--- config.mk ---
export PLATFORM = sky130hd
export DESIGN_NAME = fetch_pc_gen
export DESIGN_NICKNAME = d
export VERILOG_FILES = /design/src/rtl/fetch_pc_gen.sv
export SDC_FILE = /design/constraint.sdc
export NUM_CORES = 1
export LEC_CHECK = 0
export CORE_MARGIN = 1
export CORE_UTILIZATION = 45
export DETAILED_ROUTE_END_ITERATION = 8
export PLACE_DENSITY = 0.83
export SLEW_MARGIN = 15
export SYNTH_ARGS = -nofsm -noshare
export SYNTH_HDL_FRONTEND = slang
export SYNTH_SLANG_ARGS = --single-unit
export TNS_END_PERCENT = 50
--- constraint.sdc ---
create_clock -name clk -period 2.9 [get_ports clk]
set_input_delay 0.58 -clock clk [delete_from_list [all_inputs] [get_ports clk]]
set_output_delay 0.58 -clock clk [all_outputs]
set_load 0.05 [all_outputs]
--- src/rtl/fetch_pc_gen.sv ---
// Multi-lane next-PC generator for the pre-IF stage: issues one aligned fetch group per
// accepted icache request, applies flush/correction redirects and owes delay-slot groups.
module fetch_pc_gen #(
  parameter int unsigned FETCH_WIDTH   = 2,
  parameter logic [31:0] RESET_PC      = 32'hbfc00000,
  parameter logic [31:0] EX_VECTOR     = 32'hbfc00380,
  parameter logic [31:0] REFILL_VECTOR = 32'hbfc00200,
  localparam int unsigned SW = (FETCH_WIDTH > 1) ? $clog2(FETCH_WIDTH) : 1
) (
  input  logic                   clk,
  input  logic                   resetn,
  input  logic                   fs_allowin,
  input  logic                   ex_flush,
  input  logic                   ex_refill,
  input  logic                   eret_flush,
  input  logic [31:0]            epc,
  input  logic                   refetch_flush,
  input  logic [31:0]            refetch_pc,
  input  logic                   correct_valid,
  input  logic [31:0]            correct_target,
  input  logic                   predict_valid,
  input  logic                   predict_taken,
  input  logic [SW-1:0]          predict_slot,
  input  logic [31:0]            predict_target,
  output logic                   icache_req,
  output logic [31:0]            icache_vaddr,
  input  logic                   icache_addr_ok,
  output logic                   fs_valid_o,
  output logic [31:0]            fs_pc,
  output logic [FETCH_WIDTH-1:0] fs_lane_mask,
  output logic                   fs_ex_adel,
  output logic                   fs_bd_first,
  output logic [1:0]             dbg_state
);

  // Handshake: a request is accepted in a cycle where icache_req & icache_addr_ok; the
  // group is handed to IF (fs_valid_o) in that same cycle. Without accept, pc and state hold.

  typedef enum logic [1:0] {
    BOOT    = 2'd0,
    RUN     = 2'd1,
    DS_PEND = 2'd2,
    EX_HOLD = 2'd3
  } state_t;

  localparam logic [SW-1:0] LAST        = SW'(FETCH_WIDTH - 1);
  localparam logic [31:0]   GROUP_BYTES = 32'(4 * FETCH_WIDTH);

  state_t        state_q, state_d;
  logic [31:0]   pc_q, pc_d;
  logic [31:0]   ds_target_q, ds_target_d;
  logic          redirect;
  logic [31:0]   redirect_pc;
  logic [SW-1:0] off;
  logic [SW-1:0] pred_last;
  logic [SW-1:0] hi;
  logic [31:0]   group_base;
  logic [31:0]   seq_pc;
  logic          active;
  logic          pred_hit;

  assign dbg_state  = state_q;
  assign off        = SW'((pc_q >> 2) & 32'(FETCH_WIDTH - 1));
  assign group_base = pc_q & ~(GROUP_BYTES - 32'd1);
  assign seq_pc     = group_base + GROUP_BYTES;
  assign active     = ((state_q == RUN) || (state_q == DS_PEND)) && fs_allowin;
  assign redirect   = ex_flush | eret_flush | refetch_flush | correct_valid;
  assign pred_last  = (predict_slot == LAST) ? LAST : predict_slot + SW'(1);
  assign pred_hit   = (state_q == RUN) && predict_valid && predict_taken &&
                      (predict_slot >= off);

  // Fixed priority: exception > eret > refetch > branch correction.
  always_comb begin
    redirect_pc = correct_target;
    if (ex_flush)
      redirect_pc = ex_refill ? REFILL_VECTOR : EX_VECTOR;
    else if (eret_flush)
      redirect_pc = epc;
    else if (refetch_flush)
      redirect_pc = refetch_pc;
  end

  always_comb begin
    state_d      = state_q;
    pc_d         = pc_q;
    ds_target_d  = ds_target_q;
    icache_req   = 1'b0;
    icache_vaddr = (state_q == BOOT) ? 32'h0 : pc_q;
    fs_valid_o   = 1'b0;
    fs_pc        = 32'h0;
    fs_lane_mask = '0;
    fs_ex_adel   = 1'b0;
    fs_bd_first  = 1'b0;
    hi           = LAST;

    if (state_q == BOOT) begin
      state_d = RUN;
    end else if (redirect) begin
      state_d = RUN;
      pc_d    = redirect_pc;
    end else if (active && (pc_q[1:0] != 2'b00)) begin
      // Misaligned fetch: report AdEL on the faulting lane and wait for the flush.
      fs_valid_o = 1'b1;
      fs_pc      = pc_q;
      fs_ex_adel = 1'b1;
      hi         = off;
      state_d    = EX_HOLD;
    end else if (active) begin
      icache_req = 1'b1;
      if (icache_addr_ok) begin
        fs_valid_o = 1'b1;
        fs_pc      = pc_q;
        if (state_q == DS_PEND) begin
          hi          = off;
          fs_bd_first = 1'b1;
          pc_d        = ds_target_q;
          state_d     = RUN;
        end else if (pred_hit) begin
          hi = pred_last;
          // A branch in the last lane leaves its delay slot for the next group.
          if (predict_slot == LAST) begin
            ds_target_d = predict_target;
            pc_d        = seq_pc;
            state_d     = DS_PEND;
          end else begin
            pc_d = predict_target;
          end
        end else begin
          pc_d = seq_pc;
        end
      end
    end

    if (fs_valid_o) begin
      for (int i = 0; i < FETCH_WIDTH; i++)
        fs_lane_mask[i] = (SW'(i) >= off) && (SW'(i) <= hi);
    end
  end

  always_ff @(posedge clk or negedge resetn) begin
    if (!resetn) begin
      state_q     <= BOOT;
      pc_q        <= RESET_PC;
      ds_target_q <= 32'h0;
    end else begin
      state_q     <= state_d;
      pc_q        <= pc_d;
      ds_target_q <= ds_target_d;
    end
  end

endmodule

==> results.json, run 1 <==
{
  "status": "finished with violations",
  "violations": "DRC",
  "finalSetupViolations": 0,
  "drtAntennaViolNets": 0,
  "critPathKind": "primary input to output pin",
  "synth.top_cell.area_share_pct": 26.5,
  "die_area_um2": 12400,
  "grt_pass1_vias": 6300,
  "numCtsBuffers": 9,
  "worst_slew_pin_slew_ps": 621,
  "insertion_delay_ps": 340,
  "grt_util_all_layers_pct": 32.8,
  "fin_cells": 992,
  "dr.pass1.iters": 7,
  "postSynthCellCount": 625,
  "crit_fanout": 5,
  "required_ps": 2320,
  "syn-num-nets": 769,
  "yosysSeqAreaShare_pct": 30.8,
  "synth_top_area_cell": "dfrtp_1",
  "period_needed_ps": 2830,
  "grt_max_degree": 54,
  "hpwl_um": 14600,
  "synth_cell_types": 64,
  "p_leak_nw": 3.78,
  "core_um2": 11600,
  "num_vias": 6139,
  "pwr_density_cell_nw_per_um2": 359,
  "slew_violations": 0,
  "dpl.cell_count": 964,
  "area_delta_synth_final_pct": 61.2,
  "syn_area_um2": 5390,
  "cap_violations": 0,
  "hold_buffers": 0,
  "dr.first_iter.drc_count": 445,
  "wirelength_um": 20400,
  "overflow": 0,
  "drcViolationCount": 6,
  "cts_buffer_depth": 2,
  "avgSynthCellArea_um2": 8.62,
  "end_kind": "output pin",
  "synth_compound_area_share_pct": 21.0,
  "wl_per_cell_um": 20.6,
  "root_buffer": "clkbuf_16",
  "crit_arrival_ps": 2250,
  "ff_latch_area_um2": 1660,
  "initial_utilization_pct": 46.6,
  "ys_top_cells_by_area": "dfrtp_1 26%, mux2_4 8.4%, mux2i_1 5.6%, and2_1 4.9%, dfstp_2 4.4%",
  "cts_sinks": 66,
  "clock_skew_ps": 4.88,
  "grt_first_pass_wirelength_um": 32000,
  "hold_viol_final": 0,
  "synth_xor_xnor_area_share_pct": 0.487,
  "die_h_um": 111,
  "cts_tree": "built",
  "start_kind": "primary input",
  "max_stage_delay_ps": 520,
  "numPortBuffers": 211,
  "fin_nets": 988,
  "cts.clk_slew.worst_paths_ps": 50,
  "layout_common_cells": "160 x clkdlybuf4s50_1, 62 x nand2_1, 57 x dfrtp_1",
  "cp_top_family": "simple AND/OR/NAND/NOR gates",
  "slowest_stage": "or4_4",
  "async_flop_share_pct": 100,
  "routed_via_density": 6.19,
  "yosys.area_share.adder_pct": 0.929,
  "routabilityCongestion": 0.920,
  "diodes": 0,
  "crit_buf_inv": 4,
  "cts-htree-levels": 3,
  "synthSimpleGateAreaFrac_pct": 23.7,
  "synthMuxAreaShare_pct": 17.5,
  "synth_enable_flop_cells": 0,
  "irDropWorstVdd_mv": 0.259,
  "rows": 39,
  "fillerInstances": 806,
  "pin_count": 212,
  "synth_top_family_by_area": "simple AND/OR/NAND/NOR gates",
  "die_w_um": 111,
  "timing.final.crit_share_pct": 97.7,
  "multi_input_area_um2": 3570,
  "ys_ff_latch": 66,
  "p_total_mw": 3.12,
  "antenna_found_initial": 0,
  "drive_above_1_share_pct": 25.8,
  "hold_class": "primary input to async pin",
  "ys.flop_type": "dfrtp_1",
  "synth_warnings": 0,
  "slew_headroom_pct": 58.6,
  "max_freq_mhz": 353,
  "worstPathCellList": "dlygate4sd2_1 -> or4_4 -> a211oi_4 -> buf_4 -> buf_6 -> nor2b_4 -> buf_12",
  "layout_commonest_cell": "clkdlybuf4s50_1"
}
## cells by family after synthesis
logic type / count (synthesis)
mux: 77
xor+xnor: 3
fa+ha+maj: 4
compound gates: 167
simple gates: 242
flops: 66
buf+inv: 66
## synthesized netlist by cell type (4+ instances only)
cell       number
a211oi_1        4
a21oi_1        42
a2bb2oi_1       6
a311oi_1        4
a31o_2          6
a31oi_1        17
a32o_1          5
and2_1         42
and3_1          8
and4_1          5
buf_1           4
buf_2           6
buf_6           6
clkbuf_1       37
dfrtp_1        57
dfstp_2         9
ha_1            4
inv_1          13
mux2_2         17
mux2_4         30
mux2i_1        30
nand2_1        62
nand2b_1        4
nand3_1        27
nand4_1        10
nor2_1         29
nor2b_1        28
nor3_1         12
o211ai_1       11
o21ai_0        27
o22ai_1         5
o311ai_0        8
or3_1           4
## where the power goes
part | internal (mW) | switching, mW
sequential | 0.991 | 0.0881
clock | 0.712 | 0.400
combinational | 0.458 | 0.474
total | 2.16 | 0.962
## path summary, 6_finish.rpt
kind                                             from  depth (start not counted)  slack (ps)                          end
min reg2reg                ds_target_q[0]$_DFFE_PN0P_                          1         500   ds_target_q[0]$_DFFE_PN0P_
min                                            resetn                          1         250  ds_target_q[26]$_DFFE_PN0P_
max reg2reg                       pc_q[6]$_DFFE_PN0P_                          5         320         pc_q[29]$_DFFE_PN1P_
max                                          ex_flush                          7          70              fs_lane_mask[1]
min in group clk           ds_target_q[0]$_DFFE_PN0P_                          1         500   ds_target_q[0]$_DFFE_PN0P_
max in group asynchronous                      resetn                          2        1980         pc_q[23]$_DFFE_PN1P_
## routing by layer
metal | up-vias | track usage (%) | wire length [µm]
met2 | 391 | 58.7 | 10400
met5 | - | 0 | 0
li1 | 2735 | - | -
met1 | 2931 | 38.1 | 7550
met3 | 82 | 5.99 | 1770
met4 | 0 | 14.7 | 713
## metrics by stage
stage | area (µm²) | setup slack (ps) | hold WS [ps] | utilization (%) | TNS (ps)
6_report | 8690 | 67.2 | 246 | 75.1 | 0
5_1_grt | 8690 | -23.0 | 295 | 75.1 | -171
4_1_cts | 8650 | 25.2 | 262 | 74.8 | 0
3_5_place_dp | 8170 | -133 | 491 | 70.6 | -4990
3_3_place_gp | 8170 | -95.5 | 486 | 70.6 | -3150
2_1_floorplan | 5430 | -6.53 | 284 | - | -6.53
## sequential cells by signal (all words and copies together), names as in the netlist
| name | flops |
|---|---|
| ds_target_q | 32 |
| pc_q | 32 |
| dbg_state | 2 |
## repair_timing
item | 4_1_cts | 5_1_grt
gates resized for setup | 44 | 3
pin swaps | 2 | 2
setup endpoints to repair | 33 | 42
setup buffers | 5 | 4
gates cloned | 3 | 0
## area by class of cell
cell class | instances | share of cell area, %
inverters | 13 | 0.562
clock buffers | 14 | 3.04
repair buffers | 261 | 33.8
well taps | 143 | 2.06
clock inverters | 2 | 0.403
flip-flops and latches | 66 | 19.1
multi-input cells | 493 | 41.0
No activity file was read; power rests on OpenSTA's default activity.
==> inputs of run 2 (changes only) <==
--- a/config.mk
+++ b/config.mk
@@ -5,6 +5,7 @@
 export SDC_FILE = /design/constraint.sdc
 export NUM_CORES = 1
 export LEC_CHECK = 0
+export CAP_MARGIN = 20
 export CORE_MARGIN = 1
 export CORE_UTILIZATION = 45
 export DETAILED_ROUTE_END_ITERATION = 8
==> constraint.sdc (replaced) <==
create_clock -name clk -period 2.9 [get_ports clk]
set_input_delay 0.29 -clock clk [delete_from_list [all_inputs] [get_ports clk]]
set_output_delay 0.29 -clock clk [all_outputs]
set_load 0.05 [all_outputs]
==> run 2 against run 1 <==
  * Total power is 1.0% higher
  * Sequential share of layout area up 0.51 points
  * Hold slack lost 210 ps
  * Largest cell class unchanged
  * Wire length decreased by 0.91%
  * Cell area fell by 2.6%
  * Register-to-register slack improved by 20 ps
  * The flow still finishes with violations (DRC)
  * Critical path depth did not move
  * Clock power rose by 4%
  * Via count decreased by 1.1%
  * Die area is the same
  * First-iteration DRC count shrank 9.0%
==> results.json, run 2 (same netlist as run 1, synthesis figures left out) <==
{
  "status": "finished with violations",
  "violations": "DRC",
  "routabilityCongestion": 0.895,
  "dr.first_iter.drc_count": 405,
  "pin_count": 212,
  "dr.pass1.iters": 9,
  "insertion_delay_ps": 340,
  "critPathKind": "register to output pin",
  "clock_skew_ps": 7.27,
  "root_buffer": "clkbuf_16",
  "drcViolationCount": 10,
  "antenna_found_initial": 0,
  "cts_sinks": 66,
  "grt_util_all_layers_pct": 32.8,
  "routed_via_density": 6.19,
  "numPortBuffers": 211,
  "pwr_density_cell_nw_per_um2": 373,
  "worstPathCellList": "inv_1 -> ha_4 -> o211ai_1 -> a211oi_4 -> buf_4 -> nor2b_1 -> buf_12",
  "initial_utilization_pct": 46.6,
  "num_vias": 6071,
  "numCtsBuffers": 9,
  "dpl.cell_count": 964,
  "end_kind": "output pin",
  "post-route-util_pct": 73.2,
  "worst_slew_pin_slew_ps": 796,
  "fin_cells": 980,
  "setup_tns_ps": 0,
  "crit_arrival_ps": 2390,
  "period_needed_ps": 2680,
  "layout_common_cells": "170 x clkdlybuf4s50_1, 62 x nand2_1, 57 x dfrtp_1",
  "slew_violations": 0,
  "max_stage_delay_ps": 400,
  "die_h_um": 111,
  "timing.final.crit_share_pct": 92.3,
  "irDropWorstVdd_mv": 0.286,
  "layout_commonest_cell": "clkdlybuf4s50_1",
  "slowest_stage": "dfrtp_1",
  "finalSetupViolations": 0,
  "rsz0062_at_grt": "false",
  "drive_above_1_share_pct": 20.0,
  "rows": 39,
  "wl_per_cell_um": 20.6,
  "required_ps": 2610,
  "p_leak_nw": 3.64,
  "overflow": 0,
  "max_freq_mhz": 374,
  "wirelength_um": 20200,
  "cts.clk_slew.worst_paths_ps": 60,
  "hpwl_um": 14900,
  "grt_pass1_vias": 6223,
  "cts_buffer_depth": 2,
  "grt_max_degree": 54,
  "cap_violations": 0,
  "area_delta_synth_final_pct": 57.0,
  "core_um2": 11600,
  "cts-htree-levels": 3,
  "drtAntennaViolNets": 0,
  "fin_nets": 976,
  "hold_viol_final": 0,
  "diodes": 0,
  "cts_resized": 0,
  "cts_tree": "built",
  "post-cts-setup-buffers": 0,
  "die_w_um": 111,
  "hold_buffers": 0,
  "die_area_um2": 12400,
  "hold_class": "primary input to async pin",
  "slew_headroom_pct": 47.0,
  "start_kind": "register",
  "crit_fanout": 16,
  "grt_first_pass_wirelength_um": 32200
}
[run 2: worst max-delay path, delay by kind of cell (launching register included)]
kind	cells	cell delay (ps)
compound gates	2	570
buf+inv	3	520
flops	1	400
fa+ha+maj	1	290
simple gates	1	260
[run 2: power breakdown]
group | internal, mW | total, mW | switching [mW]
logic | 0.453 | 0.937 | 0.485
clock network | 0.738 | 1.15 | 0.412
registers | 0.990 | 1.07 | 0.0758
total | 2.18 | 3.15 | 0.973
[run 2: cell type report]
| type | instances | area, µm² |
|---|---|---|
| Fill cell | 827 | 3100 |
| Clock inverter | 3 | 46.3 |
| Inverter | 13 | 48.8 |
| Multi-Input combinational cell | 493 | 3470 |
| Clock buffer | 13 | 270 |
| Timing Repair Buffer | 249 | 2790 |
| Tap cell | 143 | 179 |
| Sequential cell | 66 | 1660 |
[run 2: path summary, 6_finish.rpt]
kind	startpoint	slack (ps)	depth (start not counted)	end
worst max-delay path	dbg_state[1]$_DFFE_PN0P_	220	7	fs_lane_mask[1]
min in group clk	refetch_flush	480	4	dbg_state[1]$_DFFE_PN0P_
max in group asynchronous	resetn	2170	2	ds_target_q[16]$_DFFE_PN0P_
worst max register to register	pc_q[4]$_DFFE_PN0P_	340	6	pc_q[29]$_DFFE_PN1P_
worst min register to register	ds_target_q[3]$_DFFE_PN0P_	510	1	ds_target_q[3]$_DFFE_PN0P_
worst min-delay path	resetn	40	1	ds_target_q[31]$_DFFE_PN0P_
[run 2: per-layer routing]
metal	vias to the layer above	part of all wire (%)	global-route usage (%)
met2	376	50	57.6
li1	2713	-	-
met3	80	8.0	6.37
met4	0	3.4	13.2
met5	-	0	0
met1	2902	39	39.5
[run 2: stage by stage]
stage	worst slack, ps	power [mW]	instance area (µm²)	hold WS, ps
2_1_floorplan	49.8	1.55	5390	-5.59
3_3_place_gp	168	1.98	8140	394
3_5_place_dp	99.0	2.00	8140	405
4_1_cts	10.5	3.14	8450	54.5
5_1_grt	140	3.25	8460	92.6
6_report	224	3.15	8460	37.0
